**src/rtl/gray_updown_nbits_if.sv**
```systemverilog
// Control and status bundle for the up/down Gray counter.
// The master drives the count controls; the slave returns registered state.
interface gray_updown_nbits_if #(
   parameter int N = 8
);
   logic         clk_en;
   logic         up_dn;
   logic         load;
   logic [N-1:0] load_val;
   logic [N-1:0] gray_out;
   logic [N-1:0] bin_out;
   logic         at_max;
   logic         at_zero;
   logic         bound;

   modport master (
      output clk_en, up_dn, load, load_val,
      input  gray_out, bin_out, at_max, at_zero, bound
   );

   modport slave (
      input  clk_en, up_dn, load, load_val,
      output gray_out, bin_out, at_max, at_zero, bound
   );
endinterface

```
**src/rtl/gray_updown_nbits.sv**
```systemverilog
// Up/down Gray counter with load, wrap/saturate mode and boundary pulse.
// A binary count is kept alongside a registered Gray encode of the next count.
module gray_updown_nbits #(
   parameter int N    = 8,
   parameter bit WRAP = 1'b1
) (
   input logic              clk,
   input logic              rst,
   gray_updown_nbits_if.slave bus
);

   if (N < 2 || N > 32) begin : g_bad_n
      $error("gray_updown_nbits: N must be in 2..32");
   end

   localparam logic [N-1:0] MAX = '1;
   localparam logic [N-1:0] ONE = {{(N-1){1'b0}}, 1'b1};

   logic [N-1:0] bin_q, bin_d;
   logic [N-1:0] gray_q, gray_d;
   logic         at_max_q, at_max_d;
   logic         at_zero_q, at_zero_d;
   logic         bound_q, bound_d;
   logic [N-1:0] load_bin;

   always_comb begin
      load_bin        = '0;
      load_bin[N-1]   = bus.load_val[N-1];
      for (int i = N - 2; i >= 0; i--) begin
         load_bin[i] = load_bin[i+1] ^ bus.load_val[i];
      end
   end

   always_comb begin
      bin_d   = bin_q;
      bound_d = 1'b0;
      if (bus.load) begin
         bin_d = load_bin;
      end else if (bus.clk_en) begin
         if (bus.up_dn) begin
            if (bin_q == MAX) begin
               bound_d = 1'b1;
               if (WRAP) bin_d = '0;
            end else begin
               bin_d = bin_q + ONE;
            end
         end else begin
            if (bin_q == '0) begin
               bound_d = 1'b1;
               if (WRAP) bin_d = MAX;
            end else begin
               bin_d = bin_q - ONE;
            end
         end
      end
      // Flags come from the next count so they line up with gray_q.
      gray_d    = bin_d ^ (bin_d >> 1);
      at_max_d  = (bin_d == MAX);
      at_zero_d = (bin_d == '0);
   end

   always_ff @(posedge clk) begin
      if (rst) begin
         bin_q     <= '0;
         gray_q    <= '0;
         at_max_q  <= 1'b0;
         at_zero_q <= 1'b1;
         bound_q   <= 1'b0;
      end else begin
         bin_q     <= bin_d;
         gray_q    <= gray_d;
         at_max_q  <= at_max_d;
         at_zero_q <= at_zero_d;
         bound_q   <= bound_d;
      end
   end

   assign bus.gray_out = gray_q;
   assign bus.bin_out  = bin_q;
   assign bus.at_max   = at_max_q;
   assign bus.at_zero  = at_zero_q;
   assign bus.bound    = bound_q;

endmodule
```
**src/flat_wrapper.sv**
```systemverilog
// flat-port wrapper written by rule: the top's interface ports become plain ports
module gray_updown_nbits_flat 
#(
   parameter int N    = 8,
   parameter bit WRAP = 1'b1
)
  (clk, rst, bus_clk_en, bus_up_dn, bus_load, bus_load_val, bus_gray_out, bus_bin_out, bus_at_max, bus_at_zero, bus_bound);
  gray_updown_nbits_if #(.N(N)) bus_i ();
  input logic clk;
  input logic rst;
  input wire logic [$bits(bus_i.clk_en)-1:0] bus_clk_en;
  input wire logic [$bits(bus_i.up_dn)-1:0] bus_up_dn;
  input wire logic [$bits(bus_i.load)-1:0] bus_load;
  input wire logic [$bits(bus_i.load_val)-1:0] bus_load_val;
  output wire logic [$bits(bus_i.gray_out)-1:0] bus_gray_out;
  output wire logic [$bits(bus_i.bin_out)-1:0] bus_bin_out;
  output wire logic [$bits(bus_i.at_max)-1:0] bus_at_max;
  output wire logic [$bits(bus_i.at_zero)-1:0] bus_at_zero;
  output wire logic [$bits(bus_i.bound)-1:0] bus_bound;
  assign bus_i.clk_en = bus_clk_en;
  assign bus_i.up_dn = bus_up_dn;
  assign bus_i.load = bus_load;
  assign bus_i.load_val = bus_load_val;
  assign bus_gray_out = bus_i.gray_out;
  assign bus_bin_out = bus_i.bin_out;
  assign bus_at_max = bus_i.at_max;
  assign bus_at_zero = bus_i.at_zero;
  assign bus_bound = bus_i.bound;
  gray_updown_nbits #(.N(N), .WRAP(WRAP)) u_core (.clk(clk), .rst(rst), .bus(bus_i));
endmodule
```
**config.mk**
```make
export PLATFORM = sky130hd
export DESIGN_NAME = gray_updown_nbits_flat
export DESIGN_NICKNAME = d
export VERILOG_FILES = /design/src/rtl/gray_updown_nbits_if.sv /design/src/rtl/gray_updown_nbits.sv /design/src/flat_wrapper.sv
export SDC_FILE = /design/constraint.sdc
export NUM_CORES = 1
export LEC_CHECK = 0
export CELL_PAD_IN_SITES_DETAIL_PLACEMENT = 0
export CELL_PAD_IN_SITES_GLOBAL_PLACEMENT = 1
export CORE_MARGIN = 2
export CORE_UTILIZATION = 37
export CTS_CLUSTER_DIAMETER = 80
export DETAILED_ROUTE_END_ITERATION = 16
export GPL_TIMING_DRIVEN = 1
export PLACE_DENSITY_LB_ADDON = 0.1
export SYNTH_ARGS = -nofsm -noshare
export SYNTH_HDL_FRONTEND = slang
export SYNTH_SLANG_ARGS = --single-unit
```
**constraint.sdc**
```tcl
create_clock -name clk -period 3.1 [get_ports clk]
set_clock_uncertainty 0.2 [all_clocks]
set_input_delay 0.775 -clock clk [delete_from_list [all_inputs] [get_ports clk]]
set_output_delay 0.775 -clock clk [all_outputs]
set_load 0.03 [all_outputs]
```
==> impl_results.md <==
- CP Cell Sequence: clkdlybuf4s50_1, xor3_2, xnor3_1, xnor2_2, mux2_2, ha_1, and3_1, a31o_1
- IO Pins: 32
- Area contributors post-synth: dfxtp_1, ha_1, xnor2_1, nor2_1, inv_1
- 1st-pass router iterations: 4
- Fin nets: approximately 230
- Die W: roughly 64 µm
- Placed inst area: approximately 0.0018 mm²
- RSZ-0062 raised after global routing: false
- Layout cell share with drive strength beyond 1: between 20% and 30%
- CP max FO: 3
- P_leak: 0.795 nW
- Final hold violation count: 0
- Fmax: about 330 MHz
- Syn-to-layout area delta: 40.0%
- CP startpoint kind: primary input
- Finished Cell Area: between 0.0015 and 0.002 mm²
- Worst slew pin tran: approximately 0.66 ns
- Die ar.: between 0.004 and 0.005 mm²
- Post-Synth Adder-Cell Area: approximately a tenth
- NetSw: approximately 0.37 mW
- Post-Synthesis Cells: around 150
- Post-DP HPWL: between 2000 and 3000 µm
- Slowest stage delay, CP: approximately 0.49 ns
- Post-CTS setup buffer count: 0
- Clock network fraction of total power: 14.9%
- Site Rows: 21
- CP delay by family, top: XOR/XNOR gates
- Global Route Usage Sum: ~18%
- Post-Syn Area per Cell: between 8 and 9 µm²
- GP Congestion: between 0.7 and 0.8
- Seq pwr share: approximately 31%
- Core Util, Final: ~55%
- Worst min path class: reg -> reg
- Part of the Yosys area used for sequential elements: a little over a quarter
- Worst VDD drop: between 300 and 400 µV
- Crit Path Category: in -> reg
- Gate power share: a little over half
- Post-Syn Area: roughly 0.0013 mm²
- Largest family of logic cells by synthesized area: compound AO/OA/AOI/OAI gates
- TritonCTS clock tree: yes
- Post-Synth Simple-Gate Area: between 20% and 30%
- Clock latency at the later pin of the worst-skew pair: between 0.2 and 0.3 ns
- Worst Path Buf+Inv: 1
- WP data required: roughly 3.1 ns
- CP Capture Type: flip-flop
- DRC Markers: 0
- Flops & latches, synth: 18
- Ys async rst share: 0%
- Final ANT Viol Nets: 0
- Num CTS Buffers: 3
- Synth top area share: 26.8%
- Most common cell after layout, fill and taps aside: clkdlybuf4s50_1
- DR WL/cell: approximately 14 µm
- Post-Syn Nets: around 180
- Design internal power: ~0.60 mW
- Pin count of the biggest net entering global routing: 19
- Worst-path clk slew: approximately 0.1 ns
- Clk buf depth: 2
- Xor/xnor share of the synthesized area: approximately 13%
- Cell taking the most area after synthesis: dfxtp_1
- Root Buffer: clkbuf_4
- Final WL: 3450 µm
- Post-synth EDFFs: 0
- IO buf count: 31
- Global-route wire length before repair: 5720 µm
- Pwr dens: ~510 mW/mm²
- Antenna violations before repair: 0
- Minimum clock period: 3.02 ns
- Tcrit/Tclk final: 97.4%
- Count of final setup violators: 0
- Rel. slew slack: ~56%
- Starting Density: around 40%
- Count of different cell masters after synthesis: 54
- Via density per instance: 5.14
- Vias: about 1300
- Ant diodes: 0
- Ys Warns: 0
- Grt ovf: 0
- Multiplexer area fraction after synthesis: 2.33%
- Die Ht: between 60 and 70 µm
- CTS H-tree depth: 1
- Compound-Gate Fraction of Synth Area: roughly a fifth
- TNS Setup: 0 ns
- Main synth FF type: dfxtp_1
- Crit-path slowest cell: clkdlybuf4s50_1
- Vias in the first global route: 1252
- Sw frac: around two fifths
- Crit path DAT: approximately 3 ns
- Outcome: complete, no violations
- Core area: 0.00342 mm²
- Clk sink count: 18
- Initial drt markers: 52
- Slew Limit Fails: 0
- Commonest non-fill, non-tap cells in the layout: clkdlybuf4s50_1, buf_4, dfxtp_1
- Max cap viols: 0
[worst paths after layout]
check / startpoint / endpoint / slack (ns) / depth (start not counted)
worst max-delay path: bus_load_val[6] / u_core.bus.at_zero / 0.08 / 8
worst min-delay path: u_core.bus.bin_out[0] / u_core.bus.bin_out[0] / 0.56 / 4
worst max register to register: u_core.bus.bin_out[0] / u_core.bus.at_zero / 0.41 / 10
worst min register to register: u_core.bus.bin_out[0] / u_core.bus.bin_out[0] / 0.56 / 4
[power groups by stage]
stage | logic (mW) | clock network [mW] | registers (mW)
finish | 0.522 | 0.144 | 0.303
floorplan | 0.271 | 0 | 0.362
global route | 0.566 | 0.160 | 0.308
global placement | 0.508 | 0 | 0.307
detailed placement | 0.513 | 0 | 0.308
CTS | 0.516 | 0.151 | 0.304
[sequential cells by signal (all words and copies together) (netlist names)]
register and flops:
u_core.bus.at_zero 1, u_core.bus.at_max 1, u_core.bus.gray_out 8, u_core.bus.bound 1
u_core.bus.bin_out 7
[through the flow]
stage               hold slack (ns)  setup slack, ns  cells  total power [mW]
floorplan                     0.626            0.154    154             0.633
global placement              0.537           -0.319    243             0.816
detailed placement            0.547           -0.372    243             0.821
CTS                           0.571           0.0775    247             0.971
global route                  0.613           0.0267    247              1.03
finish                        0.561           0.0793    247             0.969
[repair_timing]
action                     4_1_cts  5_1_grt
pin swaps                        1        0
gates resized for setup          0        2
hold buffers                     0        0
setup endpoints to repair        1        2
cloned                           0        0
hold endpoints to repair         0        0
[logic make-up after synthesis]
family,after synthesis
xor+xnor,15
mux,3
flops,18
simple gates,46
buf+inv,25
compound gates,37
fa+ha+maj,10
[cell usage after synthesis (3+ instances only)]
| master | instances |
|---|---|
| a211oi_1 | 3 |
| nor2_1 | 16 |
| nor2b_1 | 5 |
| buf_2 | 4 |
| inv_1 | 13 |
| nand2_1 | 3 |
| nor3b_1 | 4 |
| nand3_1 | 4 |
| xnor2_1 | 10 |
| a21oi_1 | 7 |
| clkbuf_1 | 5 |
| ha_1 | 10 |
| dfxtp_1 | 18 |
[worst reg2reg max path, cell delays in order, from the launching register on]
cell       delay, ns
dfxtp_1         0.33
inv_1           0.10
ha_1            0.20
nor3b_1         0.40
a21oi_1         0.19
a2111oi_0       0.40
buf_4           0.18
a211oi_2        0.05
ha_1            0.21
and3_1          0.14
a31o_1          0.20
[per-layer routing]
layer	wire length, µm	up-vias	track usage [%]
li1	-	631	-
met1	1710	594	25.0
met2	1570	41	28.0
met3	150	4	3.70
met4	12	0	2.13
met5	0	-	0
[final cells by class]
| cell class | count | area (µm²) |
|---|---|---|
| clock buffers | 4 | 36.3 |
| fillers | 331 | 1530 |
| inverters | 14 | 52.6 |
| multi-input cells | 111 | 893 |
| flip-flops and latches | 18 | 360 |
| well taps | 46 | 57.6 |
| repair buffers | 54 | 483 |
(Power assumes the default switching activity.)
